==> src/rtl/elevator_call_scheduler.sv <==
`default_nettype none
// +----------------------------------------------------------------------------+
// | elevator_call_scheduler: latches 3-floor calls, picks the next target,     |
// | handshakes it to the car core and times the door at each served floor.     |
// | Revision: 1.0                                                              |
// +----------------------------------------------------------------------------+
module elevator_call_scheduler #(
  parameter int DOOR_CYCLES = 4
) (
  input  logic       CLK,
  input  logic       RST_N,
  input  logic [2:0] interior_movement,
  input  logic [2:0] exterior_movement,
  input  logic       maint,
  input  logic [1:0] current_floor,
  input  logic       target_ack,
  input  logic       arrived,
  output logic       target_valid,
  output logic [1:0] target_floor,
  output logic       door_open,
  output logic [1:0] direction,
  output logic [2:0] pending
);

  localparam logic [1:0] c_IDLE     = 2'd0;
  localparam logic [1:0] c_DISPATCH = 2'd1;
  localparam logic [1:0] c_MOVING   = 2'd2;
  localparam logic [1:0] c_DOOR     = 2'd3;

  localparam logic [1:0] c_DIR_IDLE = 2'b00;
  localparam logic [1:0] c_DIR_UP   = 2'b01;
  localparam logic [1:0] c_DIR_DN   = 2'b10;

  localparam logic [3:0] c_DOOR_LOAD = 4'(DOOR_CYCLES);

  logic [1:0] r_state;
  logic [1:0] w_state_next;
  logic [2:0] r_pending;
  logic [1:0] r_target;
  logic [1:0] r_dir;
  logic [1:0] r_door_floor;
  logic [3:0] r_door_cnt;

  logic       w_own_serve;
  logic       w_dispatch;
  logic       w_arrive_hit;
  logic       w_door_done;
  logic       w_floor_ok;
  logic [2:0] w_cur_mask;
  logic [2:0] w_clr;
  logic [2:0] w_absorb;
  logic [2:0] w_pending_next;

  logic       w_up_found;
  logic [1:0] w_up_floor;
  logic       w_dn_found;
  logic [1:0] w_dn_floor;
  logic       w_nearest_up;
  logic [1:0] w_sel_floor;

  // Floor 3 shifts out of the 3-bit mask, so an invalid floor never matches a call.
  assign w_floor_ok = (current_floor != 2'd3);
  assign w_cur_mask = 3'b001 << current_floor;

  always_comb begin
    w_up_found = 1'b0;
    w_up_floor = 2'd0;
    w_dn_found = 1'b0;
    w_dn_floor = 2'd0;
    for (int f = 2; f >= 0; f--) begin
      if (r_pending[f] && (2'(f) > current_floor)) begin
        w_up_found = 1'b1;
        w_up_floor = 2'(f);
      end
    end
    for (int f = 0; f < 3; f++) begin
      if (r_pending[f] && (2'(f) < current_floor)) begin
        w_dn_found = 1'b1;
        w_dn_floor = 2'(f);
      end
    end
    w_nearest_up = w_up_found &&
                   (!w_dn_found || ((w_up_floor - current_floor) <= (current_floor - w_dn_floor)));
    if (r_dir == c_DIR_UP && w_up_found)
      w_sel_floor = w_up_floor;
    else if (r_dir == c_DIR_DN && w_dn_found)
      w_sel_floor = w_dn_floor;
    else if (w_nearest_up)
      w_sel_floor = w_up_floor;
    else
      w_sel_floor = w_dn_floor;
  end

  always_ff @(posedge CLK) begin
    if (!RST_N)
      r_state <= c_IDLE;
    else
      r_state <= w_state_next;
  end

  always_comb begin
    w_state_next = r_state;
    w_own_serve  = 1'b0;
    w_dispatch   = 1'b0;
    w_arrive_hit = 1'b0;
    w_door_done  = 1'b0;
    case (r_state)
      c_IDLE: begin
        if (!maint && w_floor_ok) begin
          if (|(r_pending & w_cur_mask)) begin
            w_own_serve  = 1'b1;
            w_state_next = c_DOOR;
          end else if (|r_pending) begin
            w_dispatch   = 1'b1;
            w_state_next = c_DISPATCH;
          end
        end
      end
      c_DISPATCH: begin
        if (target_ack)
          w_state_next = c_MOVING;
      end
      c_MOVING: begin
        if (arrived && current_floor == r_target) begin
          w_arrive_hit = 1'b1;
          w_state_next = c_DOOR;
        end
      end
      default: begin
        if (r_door_cnt <= 4'd1) begin
          w_door_done  = 1'b1;
          w_state_next = c_IDLE;
        end
      end
    endcase
  end

  always_comb begin
    target_valid = (r_state == c_DISPATCH);
    door_open    = (r_state == c_DOOR);
  end

  assign target_floor = r_target;
  assign direction    = r_dir;
  assign pending      = r_pending;

  // New calls beat clears; only a call for the floor whose door is open is dropped.
  assign w_clr = w_own_serve  ? w_cur_mask :
                 w_arrive_hit ? (3'b001 << r_target) : 3'b000;
  assign w_absorb = (r_state == c_DOOR) ? (3'b001 << r_door_floor) : 3'b000;
  assign w_pending_next = (r_pending & ~w_clr) |
                          ((interior_movement | exterior_movement) & ~w_absorb);

  always_ff @(posedge CLK) begin
    if (!RST_N) begin
      r_pending    <= 3'b000;
      r_target     <= 2'd0;
      r_dir        <= c_DIR_IDLE;
      r_door_floor <= 2'd0;
      r_door_cnt   <= 4'd0;
    end else begin
      r_pending <= w_pending_next;
      if (w_dispatch) begin
        r_target <= w_sel_floor;
        r_dir    <= (w_sel_floor > current_floor) ? c_DIR_UP : c_DIR_DN;
      end
      if (w_own_serve) begin
        r_door_floor <= current_floor;
        r_door_cnt   <= c_DOOR_LOAD;
      end else if (w_arrive_hit) begin
        r_door_floor <= r_target;
        r_door_cnt   <= c_DOOR_LOAD;
      end else if (r_state == c_DOOR && r_door_cnt != 4'd0) begin
        r_door_cnt <= r_door_cnt - 4'd1;
      end
      if (w_door_done && w_pending_next == 3'b000)
        r_dir <= c_DIR_IDLE;
    end
  end

endmodule
`default_nettype wire

==> config.mk <==
export PLATFORM = sky130hd
export DESIGN_NAME = elevator_call_scheduler
export DESIGN_NICKNAME = d
export VERILOG_FILES = /design/src/rtl/elevator_call_scheduler.sv
export SDC_FILE = /design/constraint.sdc
export NUM_CORES = 1
export LEC_CHECK = 0
export CORE_ASPECT_RATIO = 1.75
export CORE_MARGIN = 1
export CORE_UTILIZATION = 45
export DETAILED_ROUTE_END_ITERATION = 10
export GPL_TIMING_DRIVEN = 1
export PLACE_DENSITY = 0.66
export SETUP_SLACK_MARGIN = 0.05
export SLEW_MARGIN = 40
export SYNTH_ARGS = -nofsm -noshare
export SYNTH_HDL_FRONTEND = slang
export SYNTH_SLANG_ARGS = --single-unit
==> constraint.sdc <==
create_clock -name CLK -period 4.15 [get_ports CLK]
set_clock_uncertainty 0.05 [all_clocks]
set_input_delay 0.83 -clock CLK [delete_from_list [all_inputs] [get_ports CLK]]
set_output_delay 0.83 -clock CLK [all_outputs]
set_load 0.02 [all_outputs]
==> impl_metrics.csv, run 1 <==
group,metric,value,unit
run_status,status,"completed",
critical_path,cp.required,4.23,ns
power_and_ir_drop,power.leakage,0.634,nW
final_layout,area_growth,25.1,%
critical_path,endpoint_kind,"flip-flop",
sta,hold_slack,0.455,ns
synthesis,synth_top_area_share,24.7,%
die,die-area,0.00293,mm²
place,dp_hpwl,2.41,mm
routing,drtPass1Iterations,5,
sta,relSlewSlack,65.9,%
sta,fmax,0.257,GHz
clocking,cts_sinks,15,
clocking,cts_tree,"yes",
place,pre_cts_ws,0.0436,ns
final_layout,nets,203,
critical_path,worstPathCellList,"clkdlybuf4s50_1 -> inv_1 -> a21oi_1 -> and2_1 -> ha_1 -> xnor2_1 -> ha_1 -> or2_2 -> a31o_2 -> a31oi_1 -> ha_1 -> a2111o_1 -> o21ai_0 -> nor2_1",
global_routing,grt_max_degree,15,
sta,rsz0062_at_grt,"no",
global_routing,antenna_found_initial,0,
critical_path,start_kind,"input pin",
critical_path,crit_family,"compound AO/OA/AOI/OAI gates",
critical_path,cp.arrival,3.98,ns
place,place_area,0.00147,mm²
critical_path,cp_common_cell,"ha_1",
routing,viasPerCell,5.81,
routing,ant_nets,0,
final_layout,fillers,254,
final_layout,n_antenna_cell,0,
die,core,0.00252,mm²
critical_path,path_buf_inv,2,
routing,drc,0,
critical_path,critical_path.max_fanout,5,
clocking,cts_buffers,3,
sta,fin_crit_sh,93.8,%
synthesis,yosys-top-cells-area,"dfxtp_1 25%, ha_1 13%, nor2_1 4.6%",
clocking,htreeDepth,1,
critical_path,timing_worst_setup_path_type,"in2reg",
critical_path,reg2reg_depth,12,
clocking,post_cts_buffers,0,
die,io-pin-count,22,
power_and_ir_drop,power-per-cell-area,376,mW/mm²
run,maxCapViolCount,0,
place,port-buffer-count,21,
global_routing,grt-ovfl-total,0,
clocking,worstSkewPairLatency,0.25,ns
global_routing,grt_use_total,23.4,%
final_layout,final_layout_size_suffix_gt1_share,11.9,%
die,core.rowCount,24,
synthesis,synth_flop_cell,"dfxtp_1",
synthesis,synth_fp_nets,176,
synthesis,synth_area_per_cell,8.12,µm²
place,place.gp.congestion,0.817,
clocking,clk_pin_slew,0.07,ns
routing,vias,1174,
global_routing,first_global_vias,1152,
critical_path,worstSetupPathDepth,14,
synthesis,yosysUniqueCellTypes,43,
synthesis,synth-seq-cells,15,
global_routing,grt_pass1_wl,4.83,mm
synthesis,synth_cells,150,
die,die_width,41.3,µm
clocking,cts_buffer_depth,2,
die,dieHeight,70.8,µm
clocking,root_buffer,"clkbuf_8",
synthesis,synthArstFlopShare,0,%
routing,wl_per_cell,14.5,µm
synthesis,ys_seq_area_share,24.7,%
hold_path,whs_path_depth,2,
clocking,cts_hold_buf,0,
sta,finalMaxSlewViolations,0,
final_layout,final_util,60.4,%
sta,period_needed,3.89,ns
hold_path,min_path_type,"reg2reg",
synthesis,synthTopCellsByCount,"15 x dfxtp_1, 15 x nor2_1, 13 x ha_1, 13 x inv_1, 12 x nand2_1",
synthesis,synth_top_cell_by_area,"dfxtp_1",
sta,setup_tns,0,ns
sta,fin_ws,0.258,ns
sta,worst_pin_slew,0.510,ns
routing,drt_iter0_drc,23,
sta,finalHoldViolCount,0,
power_and_ir_drop,ir_drop,0.255,mV
critical_path,cp_slowest_cell,"clkdlybuf4s50_1",
routing,finalWirelength,2.94,mm
die,initial_core_util,48.3,%
critical_path,critPathMaxStageDelay,0.56,ns
synthesis,syn-cell-area,0.00122,mm²
final_layout,fin_area,0.00152,mm²
sta,setup_violations,0,
synthesis,synth_edf_count,0,
synthesis,yosysWarnings,0,
cell usage in the layout (no fill, tap or decap), drive strengths merged, types with 2 or more instances in the layout:
cell type      synthesis  routed
xor2                   3       3
o31ai                  2       2
o21ai                 11      11
o211a                  2       2
o22ai                  4       4
nor2                  15      15
mux2i                  3       3
nand2b                 7       7
a21oi                  8       8
nand3b                 3       3
or2                    3       3
a21bo                  2       2
and2                   3       3
inv                   13      13
nor3                   4       4
xnor2                  4       4
clkdlybuf4s50          0      21
dfxtp                 15      15
nand2                 12      12
clkbuf                 1       3
buf                    2       4
ha                    13      13
a21boi                 2       2
worst paths after layout:
kind	start	end	slack (ns)
max	current_floor[1]	direction[1]$_SDFFE_PP0P_	0.26
min	r_state[0]$_SDFFE_PN0P_	r_state[0]$_SDFFE_PN0P_	0.45
max reg2reg	pending[2]$_SDFF_PN0_	direction[1]$_SDFFE_PP0P_	0.98
min reg2reg	r_state[0]$_SDFFE_PN0P_	r_state[0]$_SDFFE_PN0P_	0.45
metrics by stage:
stage | power (W) | cells
finish | 0.000572 | 202
global route | 0.000617 | 202
CTS | 0.000577 | 202
detailed placement | 0.000455 | 198
global placement | 0.000449 | 198
floorplan | 0.000374 | 150
area by class of cell:
type	instances	area (µm²)	area share (%)
multi-input combinational	119	855	56.1
sequential	15	300	19.7
timing repair buffer	25	240	15.8
inverter	13	48.8	3.20
clock buffer	3	41.3	2.71
tap	26	32.5	2.14
clock inverter	1	5.00	0.329
repair_timing:
action	4_1_cts	5_1_grt
resized for setup	0	1
endpoints found under the setup margin	0	1
endpoints found under the hold margin	0	0
power breakdown:
| part | internal (W) | switching, W | leakage, nW |
|---|---|---|---|
| Sequential | 0.000165 | 0.0000254 | 0.123 |
| Combinational | 0.000122 | 0.000139 | 0.486 |
| Clock | 0.0000666 | 0.0000544 | 0.0255 |
per-layer routing:
metal  wire (µm)  vias up  track usage, %
met3          92       12            1.57
met5           0        -               0
met1        1150      546            23.8
met2        1610       31            43.2
met4          76        0            10.4
li1            -      585               -
state kept, by name, summed over array words and instances (netlist names):
register and cells:
direction 2, pending 3, r_door_cnt 4, r_door_floor 2, r_state 2, target_floor 2
worst register-to-register path, stage by stage, from the launching register on:
cell	delay (ns)
dfxtp_1	0.48
a21oi_1	0.14
and2_1	0.17
ha_1	0.18
xnor2_1	0.12
ha_1	0.30
or2_2	0.30
a31o_2	0.24
a31oi_1	0.23
ha_1	0.29
a2111o_1	0.42
o21ai_0	0.09
nor2_1	0.06
cells by family (layout without fill, tap and decap cells):
family / count (synthesis) / count (layout) / share of synthesized area [%]
buf+inv: 16 / 42 / 5.34
xor+xnor: 7 / 7 / 5.04
flops: 15 / 15 / 24.7
simple gates: 52 / 52 / 21.4
compound gates: 43 / 43 / 26.5
mux: 4 / 4 / 3.70
fa+ha+maj: 13 / 13 / 13.4
Note: power is estimated with default switching activity, not from simulation.
==> run 2, diff against run 1 <==
CORE_MARGIN = not set   (was 1)
CORE_UTILIZATION = 52   (was 45)
PLACE_DENSITY = 0.75   (was 0.66)
==> impl_metrics.csv, run 2 (same netlist as run 1, synthesis figures left out) <==
group,metric,value,unit
final_layout,n_antenna_cell,0,
critical_path,cp_common_cell,"ha_1",
power_and_ir_drop,p_int,0.000325,W
critical_path,setup.worst_path.start,"current_floor[1]",
sta,fmax,0.262,GHz
final_layout,final_layout_size_suffix_gt1_share,11.3,%
power_and_ir_drop,power.leakage,0.629,nW
hold_path,hold_path.startpoint,"r_door_cnt[3]$_SDFFE_PP0P_",
critical_path,path_buf_inv,2,
routing,ant_nets,0,
clocking,htreeDepth,1,
final_layout,area_growth,23.6,%
final_layout,final_common_cell,"clkdlybuf4s50_1",
die,io-pin-count,22,
clocking,worstSkewPairLatency,0.29,ns
global_routing,grt_use_total,26.9,%
power_and_ir_drop,share_comb_of_total_power,49.0,%
sta,rsz0062_at_grt,"no",
sta,setup_tns,0,ns
clocking,root_buffer,"clkbuf_4",
clocking,post_cts_buffers,0,
critical_path,timing_worst_setup_path_type,"in2reg",
power_and_ir_drop,power.share.switching,40.7,%
sta,setup_violations,0,
clocking,cts_buffer_depth,2,
global_routing,grt_max_degree,15,
final_layout,finalNonFillerCells,201,
routing,finalWirelength,3.03,mm
global_routing,grt-ovfl-total,0,
sta,hold_slack,0.474,ns
critical_path,crit_family,"compound AO/OA/AOI/OAI gates",
routing,drc,0,
die,die-area,0.00255,mm²
clocking,cts_tree,"yes",
die,dieHeight,66.0,µm
global_routing,antenna_found_initial,0,
die,initial_core_util,56.7,%
critical_path,worstPathCellList,"clkdlybuf4s50_1 -> inv_1 -> a21oi_1 -> and2_1 -> ha_1 -> xnor2_1 -> ha_1 -> or2_2 -> a31o_2 -> a31oi_1 -> ha_1 -> a2111o_1 -> o21ai_0 -> nor2_1",
final_layout,final_cell_mix,"21 x clkdlybuf4s50_1, 15 x nor2_1, 15 x dfxtp_1, 13 x inv_1, 13 x ha_1",
power_and_ir_drop,ir_drop,0.239,mV
power_and_ir_drop,power_frac_clock,16.2,%
critical_path,r2r-start,"pending[2]$_SDFF_PN0_",
sta,period_needed,3.82,ns
run_status,status,"completed",
final_layout,nets,204,
critical_path,critical_path.max_fanout,3,
hold_path,min_path_type,"reg2reg",
routing,drtPass1Iterations,4,
final_layout,largest_register_ff_count,4,
clocking,cts_hold_buf,0,
run,maxCapViolCount,0,
power_and_ir_drop,seq_power_share,34.9,%
critical_path,critPathMaxStageDelay,0.53,ns
sta,finalMaxSlewViolations,0,
place,place_area,0.00148,mm²
critical_path,start_kind,"input pin",
place,place.gp.congestion,0.801,
critical_path,endpoint_kind,"flip-flop",
critical_path,cp.arrival,3.95,ns
power_and_ir_drop,net-switching-power,0.000223,W
routing,vias,1175,
clocking,cts_sinks,15,
sta,worst_pin_slew,0.511,ns
place,post-place-cells,197,
routing,wl_per_cell,15.1,µm
routing,viasPerCell,5.85,
clocking,cts_buffers,3,
sta,finalHoldViolCount,0,
sta,relSlewSlack,66.0,%
global_routing,first_global_vias,1125,
clocking,clk_pin_slew,0.10,ns
critical_path,cp.required,4.28,ns
place,dp_hpwl,2.44,mm
die,core,0.00215,mm²
critical_path,cp_slowest_cell,"clkdlybuf4s50_1",
die,die_width,38.6,µm
power_and_ir_drop,power-per-cell-area,364,mW/mm²
die,core.rowCount,22,
global_routing,grt_pass1_wl,4.90,mm
final_layout,regMostFlops,"r_door_cnt",
final_layout,fin_area,0.00151,mm²
sta,fin_crit_sh,92.0,%
routing,drt_iter0_drc,32,
place,port-buffer-count,21,
clocking,post_cts_resized,0,
==> run 2: cell type report <==
| class | instances | area [µm²] |
|---|---|---|
| inverter | 13 | 48.8 |
| multi-input combinational | 119 | 852 |
| timing repair buffer | 26 | 248 |
| sequential | 15 | 300 |
| clock buffer | 4 | 26.3 |
| tap | 24 | 30.0 |
| fill | 192 | 642 |
==> run 2: worst min-delay path, stage by stage (launching register included) <==
cell and delay [ns]:
dfxtp_1 0.36, xor2_1 0.07, nor2_1 0.07
==> run 2: metrics by stage <==
step	worst slack, ns	power, W	util, %
2_1_floorplan	0.572	0.000374	-
3_3_place_gp	0.103	0.000451	68.9
3_5_place_dp	0.0397	0.000461	68.9
4_1_cts	0.330	0.000545	70.1
5_1_grt	0.248	0.000579	70.1
6_report	0.331	0.000548	70.1
==> run 2: final timing paths <==
path                                endpoint  cells past startpoint  slack [ns]
setup / recovery   direction[1]$_SDFFE_PP0P_                     14        0.33
hold / removal    r_door_cnt[3]$_SDFFE_PP0P_                      2        0.47
setup reg to reg   direction[1]$_SDFFE_PP0P_                     12        0.87
hold reg to reg   r_door_cnt[3]$_SDFFE_PP0P_                      2        0.47
==> run 2: power by group through the flow <==
stage	registers, W	clock network [W]	logic, W
final	0.000191	0.0000885	0.000268
after global routing	0.000194	0.0000926	0.000293
after CTS	0.000190	0.0000860	0.000268
after detailed placement	0.000193	0	0.000268
after global placement	0.000191	0	0.000259
after floorplan	0.000195	0	0.000179
==> run 2: layer usage <==
layer / vias to the layer above / wire, µm / global-route usage, %
met5: - / 0 / 0
met4: 0 / 88 / 14.2
met3: 8 / 55 / 2.02
met2: 27 / 1690 / 48.3
met1: 556 / 1190 / 29.0
li1: 584 / - / -
